File: config.mk
export PLATFORM = sky130hd
export DESIGN_NAME = acondicionador_movimiento
export DESIGN_NICKNAME = d
export VERILOG_FILES = /design/src/rtl/acondicionador_movimiento.sv
export SDC_FILE = /design/constraint.sdc
export NUM_CORES = 1
export LEC_CHECK = 0
export ABC_AREA = 1
export BUFFER_PORTS_ARGS = -buffer_cell sky130_fd_sc_hd__buf_2
export CAP_MARGIN = 15
export CORE_AREA = 2 2 73 75
export DETAILED_ROUTE_END_ITERATION = 12
export DIE_AREA = 0 0 75 77
export GPL_ROUTABILITY_DRIVEN = 0
export HOLD_SLACK_MARGIN = 0.05
export PLACE_DENSITY = 0.78
export SYNTH_ARGS = -nofsm -noshare
export SYNTH_HDL_FRONTEND = slang
export SYNTH_SLANG_ARGS = --single-unit
export TNS_END_PERCENT = 100
File: constraint.sdc
create_clock -name clk -period 4.9 [get_ports clk]
set_input_delay 0.98 -clock clk [delete_from_list [all_inputs] [get_ports clk]]
set_output_delay 0.98 -clock clk [all_outputs]
set_load 0.03 [all_outputs]
File: src/rtl/acondicionador_movimiento.sv
// Motion (PIR) input conditioner: synchroniser, debounce, hold stretch,
// lockout and a saturating qualification counter.
module acondicionador_movimiento #(
    parameter int DEBOUNCE  = 16,
    parameter int HOLD      = 1000,
    parameter int LOCKOUT   = 500,
    parameter int RETRIGGER = 1
) (
    input  logic       clk,
    input  logic       reset,
    input  logic       enable,
    input  logic       pir_in,
    input  logic       clear_count,
    output logic       signD,
    output logic       detect_pulse,
    output logic       busy,
    output logic [7:0] event_count
);

    typedef enum logic [1:0] {
        ST_IDLE,
        ST_DEB,
        ST_ACTIVE,
        ST_LOCK
    } state_t;

    localparam logic [15:0] D_LAST = 16'(DEBOUNCE - 1);
    localparam logic [15:0] H_LOAD = 16'(HOLD - 1);
    localparam logic [15:0] L_LOAD = 16'(LOCKOUT - 1);

    state_t      state, state_n;
    logic        s1, s2;
    logic [15:0] dcnt, dcnt_n;
    logic [15:0] tcnt, tcnt_n;
    logic        sign_n;
    logic        qualify;

    always_comb begin
        state_n = state;
        dcnt_n  = dcnt;
        tcnt_n  = tcnt;
        sign_n  = signD;
        qualify = 1'b0;
        if (!enable) begin
            state_n = ST_IDLE;
            dcnt_n  = '0;
            tcnt_n  = '0;
            sign_n  = 1'b0;
        end else begin
            unique case (state)
                ST_IDLE: begin
                    sign_n = 1'b0;
                    if (s2) begin
                        if (DEBOUNCE == 1) begin
                            qualify = 1'b1;
                        end else begin
                            state_n = ST_DEB;
                            dcnt_n  = 16'd1;
                        end
                    end
                end
                ST_DEB: begin
                    if (!s2) begin
                        state_n = ST_IDLE;
                        dcnt_n  = '0;
                    end else if (dcnt == D_LAST) begin
                        qualify = 1'b1;
                    end else begin
                        dcnt_n = dcnt + 16'd1;
                    end
                end
                ST_ACTIVE: begin
                    if ((RETRIGGER != 0) && s2) begin
                        tcnt_n = H_LOAD;
                    end else if (tcnt == '0) begin
                        sign_n = 1'b0;
                        if (LOCKOUT == 0) begin
                            state_n = ST_IDLE;
                        end else begin
                            state_n = ST_LOCK;
                            tcnt_n  = L_LOAD;
                        end
                    end else begin
                        tcnt_n = tcnt - 16'd1;
                    end
                end
                ST_LOCK: begin
                    if (tcnt == '0) begin
                        state_n = ST_IDLE;
                    end else begin
                        tcnt_n = tcnt - 16'd1;
                    end
                end
                default: state_n = ST_IDLE;
            endcase
        end
        // Entry into ACTIVE loads the hold timer and raises the level
        if (qualify) begin
            state_n = ST_ACTIVE;
            dcnt_n  = '0;
            tcnt_n  = H_LOAD;
            sign_n  = 1'b1;
        end
    end

    always_ff @(posedge clk or posedge reset) begin
        if (reset) begin
            s1           <= 1'b0;
            s2           <= 1'b0;
            state        <= ST_IDLE;
            dcnt         <= '0;
            tcnt         <= '0;
            signD        <= 1'b0;
            detect_pulse <= 1'b0;
            busy         <= 1'b0;
            event_count  <= '0;
        end else begin
            s1           <= pir_in;
            s2           <= s1;
            state        <= state_n;
            dcnt         <= dcnt_n;
            tcnt         <= tcnt_n;
            signD        <= sign_n;
            detect_pulse <= qualify;
            busy         <= (state_n != ST_IDLE);
            if (clear_count) begin
                event_count <= '0;
            end else if (qualify && (event_count != 8'hFF)) begin
                event_count <= event_count + 8'd1;
            end
        end
    end

endmodule

==> metrics.log <==
[metrics] run status: complete, no violations
[metrics] critical path's largest stage delay: 0.37 ns
[metrics] total number of placement rows: 26
[metrics] Relative slew margins: between 30% and 40%
[metrics] number of antenna violations at the first check in global routing: 0
[metrics] clock tree buffer depth: 2
[metrics] Gates resized, CTS repair: 0
[metrics] synthesized-area fraction occupied by adder cells: under 10%
[metrics] sequential share of power: between 50% and 60%
[metrics] count of endpoints failing hold in the final timing report: 0
[metrics] DR vias/cell: ~5.3
[metrics] placed wire-length estimate after detailed placement: approximately 4.4 mm
[metrics] warnings from Yosys: 0
[metrics] startpoint type of the worst setup path: primary input
[metrics] Main synth FF type: sky130_fd_sc_hd__dfrtp_1
[metrics] Pint: between 500 and 600 uW
[metrics] final-report max-slew violation count: 0
[metrics] maximum number of pins on one net before global-route repair: 48
[metrics] total global routing track utilization: approximately a quarter
[metrics] Starting Density: between 50% and 60%
[metrics] filler instances: 450
[metrics] TNS Setup: 0 ns
[metrics] drc violations: 0
[metrics] Synthesized Nets: between 300 and 400
[metrics] leakage power summed over all cells: about 1.5 nW
[metrics] complex-gate fraction of the synthesized area: ~11%
[metrics] height of the chip: approximately 77 um
[metrics] CTS tree: yes
[metrics] synth top area cells: sky130_fd_sc_hd__dfrtp_1 41%, sky130_fd_sc_hd__nand2_1 11%, sky130_fd_sc_hd__nor2_1 6.8%, sky130_fd_sc_hd__inv_1 6.1%, sky130_fd_sc_hd__nand3_1 4.9%
[metrics] part of the cycle the worst path needs: between 40% and 50%
[metrics] fraction of power spent switching nets: about a third
[metrics] wire length of the first global-routing pass: ~11 mm
[metrics] number of optimization iterations in the first detailed-route pass: 5
[metrics] die span in x: about 75 um
[metrics] I/O pin cnt: 16
[metrics] largest clock skew in the final design: around 0.017 ns
[metrics] sequential-to-total area share from yosys stat: between 40% and 50%
[metrics] remaining antenna violation count: 0
[metrics] clock root buffer: sky130_fd_sc_hd__clkbuf_8
[metrics] RSZ-0062 raised after global routing: false
[metrics] critical path arrival: 2.20 ns
[metrics] clock latency of the later-clocked register in the worst-skew pair: a little over 0.3 ns
[metrics] number of synthesized register bits: 47
[metrics] category of the critical setup timing path: in2reg
[metrics] area used by multi-input combinational logic: approximately 0.0015 mm^2
[metrics] clock period minus worst slack: ~2.0 ns
[metrics] Simple-Gate Fraction of Synth Area: 34.2%
[metrics] maximum vdd drop: between 0.15 and 0.2 mV
[metrics] multiplexer fraction of the synthesized cell area: 0%
[metrics] setup-violating endpoint count in the final report: 0
[metrics] pwr/cell area: ~270 mW/mm^2
[metrics] count leader, synth: sky130_fd_sc_hd__nand2_1
[metrics] post-synthesis to final-layout area growth: 7.20%
[metrics] fraction of final layout cells with drive strength greater than 1: between 10% and 20%
[metrics] post-detailed-routing wire length: roughly 6.1 mm
[metrics] maximum fanout encountered on the critical timing path: 15
[metrics] number of levels the H-tree was split into: 2
[metrics] number of maximum-capacitance violations: 0
[metrics] average wire per cell in the routed design: between 10 and 15 um
[metrics] gate count of the mapped netlist: between 300 and 400
[metrics] Worst path slowest cell: sky130_fd_sc_hd__nor3_4
[metrics] setup slack after placement: between 2 and 3 ns
[metrics] via count: between 2,000 and 2,500
[metrics] final-stage net count: ~410
[metrics] part of the total power dissipated in the clock network: between 20% and 30%
[metrics] number of I/O port buffers: 15
[metrics] clock tree sinks: 47
[metrics] leading post-synthesis cells by instance count: 86 x sky130_fd_sc_hd__nand2_1, 52 x sky130_fd_sc_hd__nor2_1, 47 x sky130_fd_sc_hd__dfrtp_1, 47 x sky130_fd_sc_hd__inv_1, 28 x sky130_fd_sc_hd__nand3_1
[metrics] post-CTS repair timing setup buffer count: 0
[metrics] Hold-fix buffers, CTS: 0
[metrics] maximum clock frequency: ~510 MHz
[metrics] number of flops mapped to enable cells by yosys: 0
[metrics] diode insertion count for antenna repair: 0
[metrics] Synth Area in XOR/XNOR: between 3 and 4%
[metrics] via count of the first global-routing pass: between 2,000 and 2,500
[metrics] cell chain of the critical path: buf_2 > inv_4 > nor3_4 > inv_4 > nand2_4 > inv_2 > nor3b_2
[metrics] Setup crit end kind: register
[metrics] share of Yosys cell area claimed by the top area cell type: 40.8%
[metrics] clock buffers created by TritonCTS: 5
[metrics] mapped cell area: about 0.0029 mm^2
[metrics] slew at the pin with the worst max-slew slack: 0.965 ns
[metrics] library cell with the largest summed area after synthesis: sky130_fd_sc_hd__dfrtp_1
[metrics] core region area: about 0.0050 mm^2
[metrics] global route overflow: 0
[metrics] Yosys cell types: 38
[metrics] total net switching power: about 280 uW
[metrics] largest family of logic cells by synthesized area: simple AND/OR/NAND/NOR gates
[metrics] Comb pwr share: a little over a fifth
[metrics] PnR worst setup slack: slightly below 3 ns
[metrics] HP Class: reg2reg
[metrics] post-CTS clock slew at the launch and capture registers of the worst setup and hold paths: around 0.090 ns
[metrics] CP Data Required Time: roughly 5.1 ns
[metrics] violation count after the first detailed-route iteration: about 200
[metrics] Sequential Area: 0.00118 mm^2
[metrics] Mapped Avg Cell Area: about 7.6 um^2
[metrics] total die area: 0.00578 mm^2
[metrics] share of flip-flops with an asynchronous set or reset: 100%
[metrics] library cell appearing most often on the critical path: sky130_fd_sc_hd__inv_4
[per-stage QoR]
stage               instances  cell area (um^2)  util, %  power, mW  hold slack, ns
CTS                       467              3090     62.1      0.846           0.356
detailed placement        460              3010     60.5      0.617           0.336
finish                    467              3090     62.1      0.840           0.353
floorplan                 379              2880        -      0.576           0.331
global route              467              3090     62.1      0.895           0.378
global placement          460              3010     60.5      0.612           0.338
[layout make-up]
cell class                      count  share of cell area (%)
Clock buffer                        5                    2.23
Clock inverter                      2                   0.445
Inverter                           53                    6.60
Multi-Input combinational cell    275                    47.4
Sequential cell                    47                    38.0
Tap cell                           70                    2.83
Timing Repair Buffer               15                    2.43
[critical path: cells and delay by family]
family / cells / cell delay (ns)
and+or+nand+nor: 3 / 0.67
buffers and inverters: 4 / 0.54
[layout by cell type, fill, tap and decap left out, types with 2 or more instances in the layout]
master	netlist	final
sky130_fd_sc_hd__a21oi_1	16	16
sky130_fd_sc_hd__a21oi_2	3	3
sky130_fd_sc_hd__buf_2	0	15
sky130_fd_sc_hd__clkbuf_8	0	5
sky130_fd_sc_hd__dfrtp_1	47	47
sky130_fd_sc_hd__ha_1	4	4
sky130_fd_sc_hd__inv_1	47	46
sky130_fd_sc_hd__inv_2	4	5
sky130_fd_sc_hd__inv_4	2	2
sky130_fd_sc_hd__nand2_1	86	86
sky130_fd_sc_hd__nand2_2	2	2
sky130_fd_sc_hd__nand2_4	2	2
sky130_fd_sc_hd__nand3_1	28	28
sky130_fd_sc_hd__nand3_2	3	3
sky130_fd_sc_hd__nand3b_1	2	2
sky130_fd_sc_hd__nand4_1	9	9
sky130_fd_sc_hd__nor2_1	52	52
sky130_fd_sc_hd__nor2_2	5	5
sky130_fd_sc_hd__nor2_4	2	2
sky130_fd_sc_hd__nor3_1	11	11
sky130_fd_sc_hd__o21ai_0	11	11
sky130_fd_sc_hd__o21ai_1	2	2
sky130_fd_sc_hd__o22ai_1	6	6
sky130_fd_sc_hd__o31ai_1	6	6
sky130_fd_sc_hd__xnor2_1	2	2
sky130_fd_sc_hd__xor2_1	11	11
[flip-flops by register name, indices dropped and copies added, names as in the netlist]
name and flops:
detect_pulse 1, s1 1, signD 1, event_count 8
s2 1, busy 1, dcnt 16, tcnt 16
state 2
[power by group through the flow]
stage                     Combinational (mW)  Clock, mW  Sequential [mW]
after detailed placement               0.184          0            0.433
after global placement                 0.179          0            0.433
after floorplan                        0.141          0            0.435
after global routing                   0.212      0.253            0.430
after CTS                              0.184      0.236            0.426
final                                  0.184      0.229            0.426
[per-layer routing]
metal	global-route usage [%]	part of all wire, %	wire, um	vias to the layer above
li1	-	-	-	1266
met1	36.9	48	2940	1130
met2	34.4	46	2790	79
met3	4.47	5.0	303	9
met4	5.00	1.2	74	0
met5	0	0	0	-
[cell families after synthesis]
group	Yosys count
AND/OR/NAND/NOR	209
buffers and inverters	57
AO/OA/AOI/OAI	49
flip-flops	47
XOR/XNOR	13
adder cells (fa/ha/maj)	4
[worst paths after layout]
kind,slack (ns),cells after the start,to,from
worst max-delay path,2.94,7,dcnt[7],enable
worst min-delay path,0.35,0,s2,s1
worst max register to register,3.01,11,tcnt[5],tcnt[0]
worst min register to register,0.35,0,s2,s1
max in group asynchronous,3.40,2,signD,reset
min in group asynchronous,0.89,2,dcnt[15],reset
Note: power is estimated with default switching activity, not from simulation.
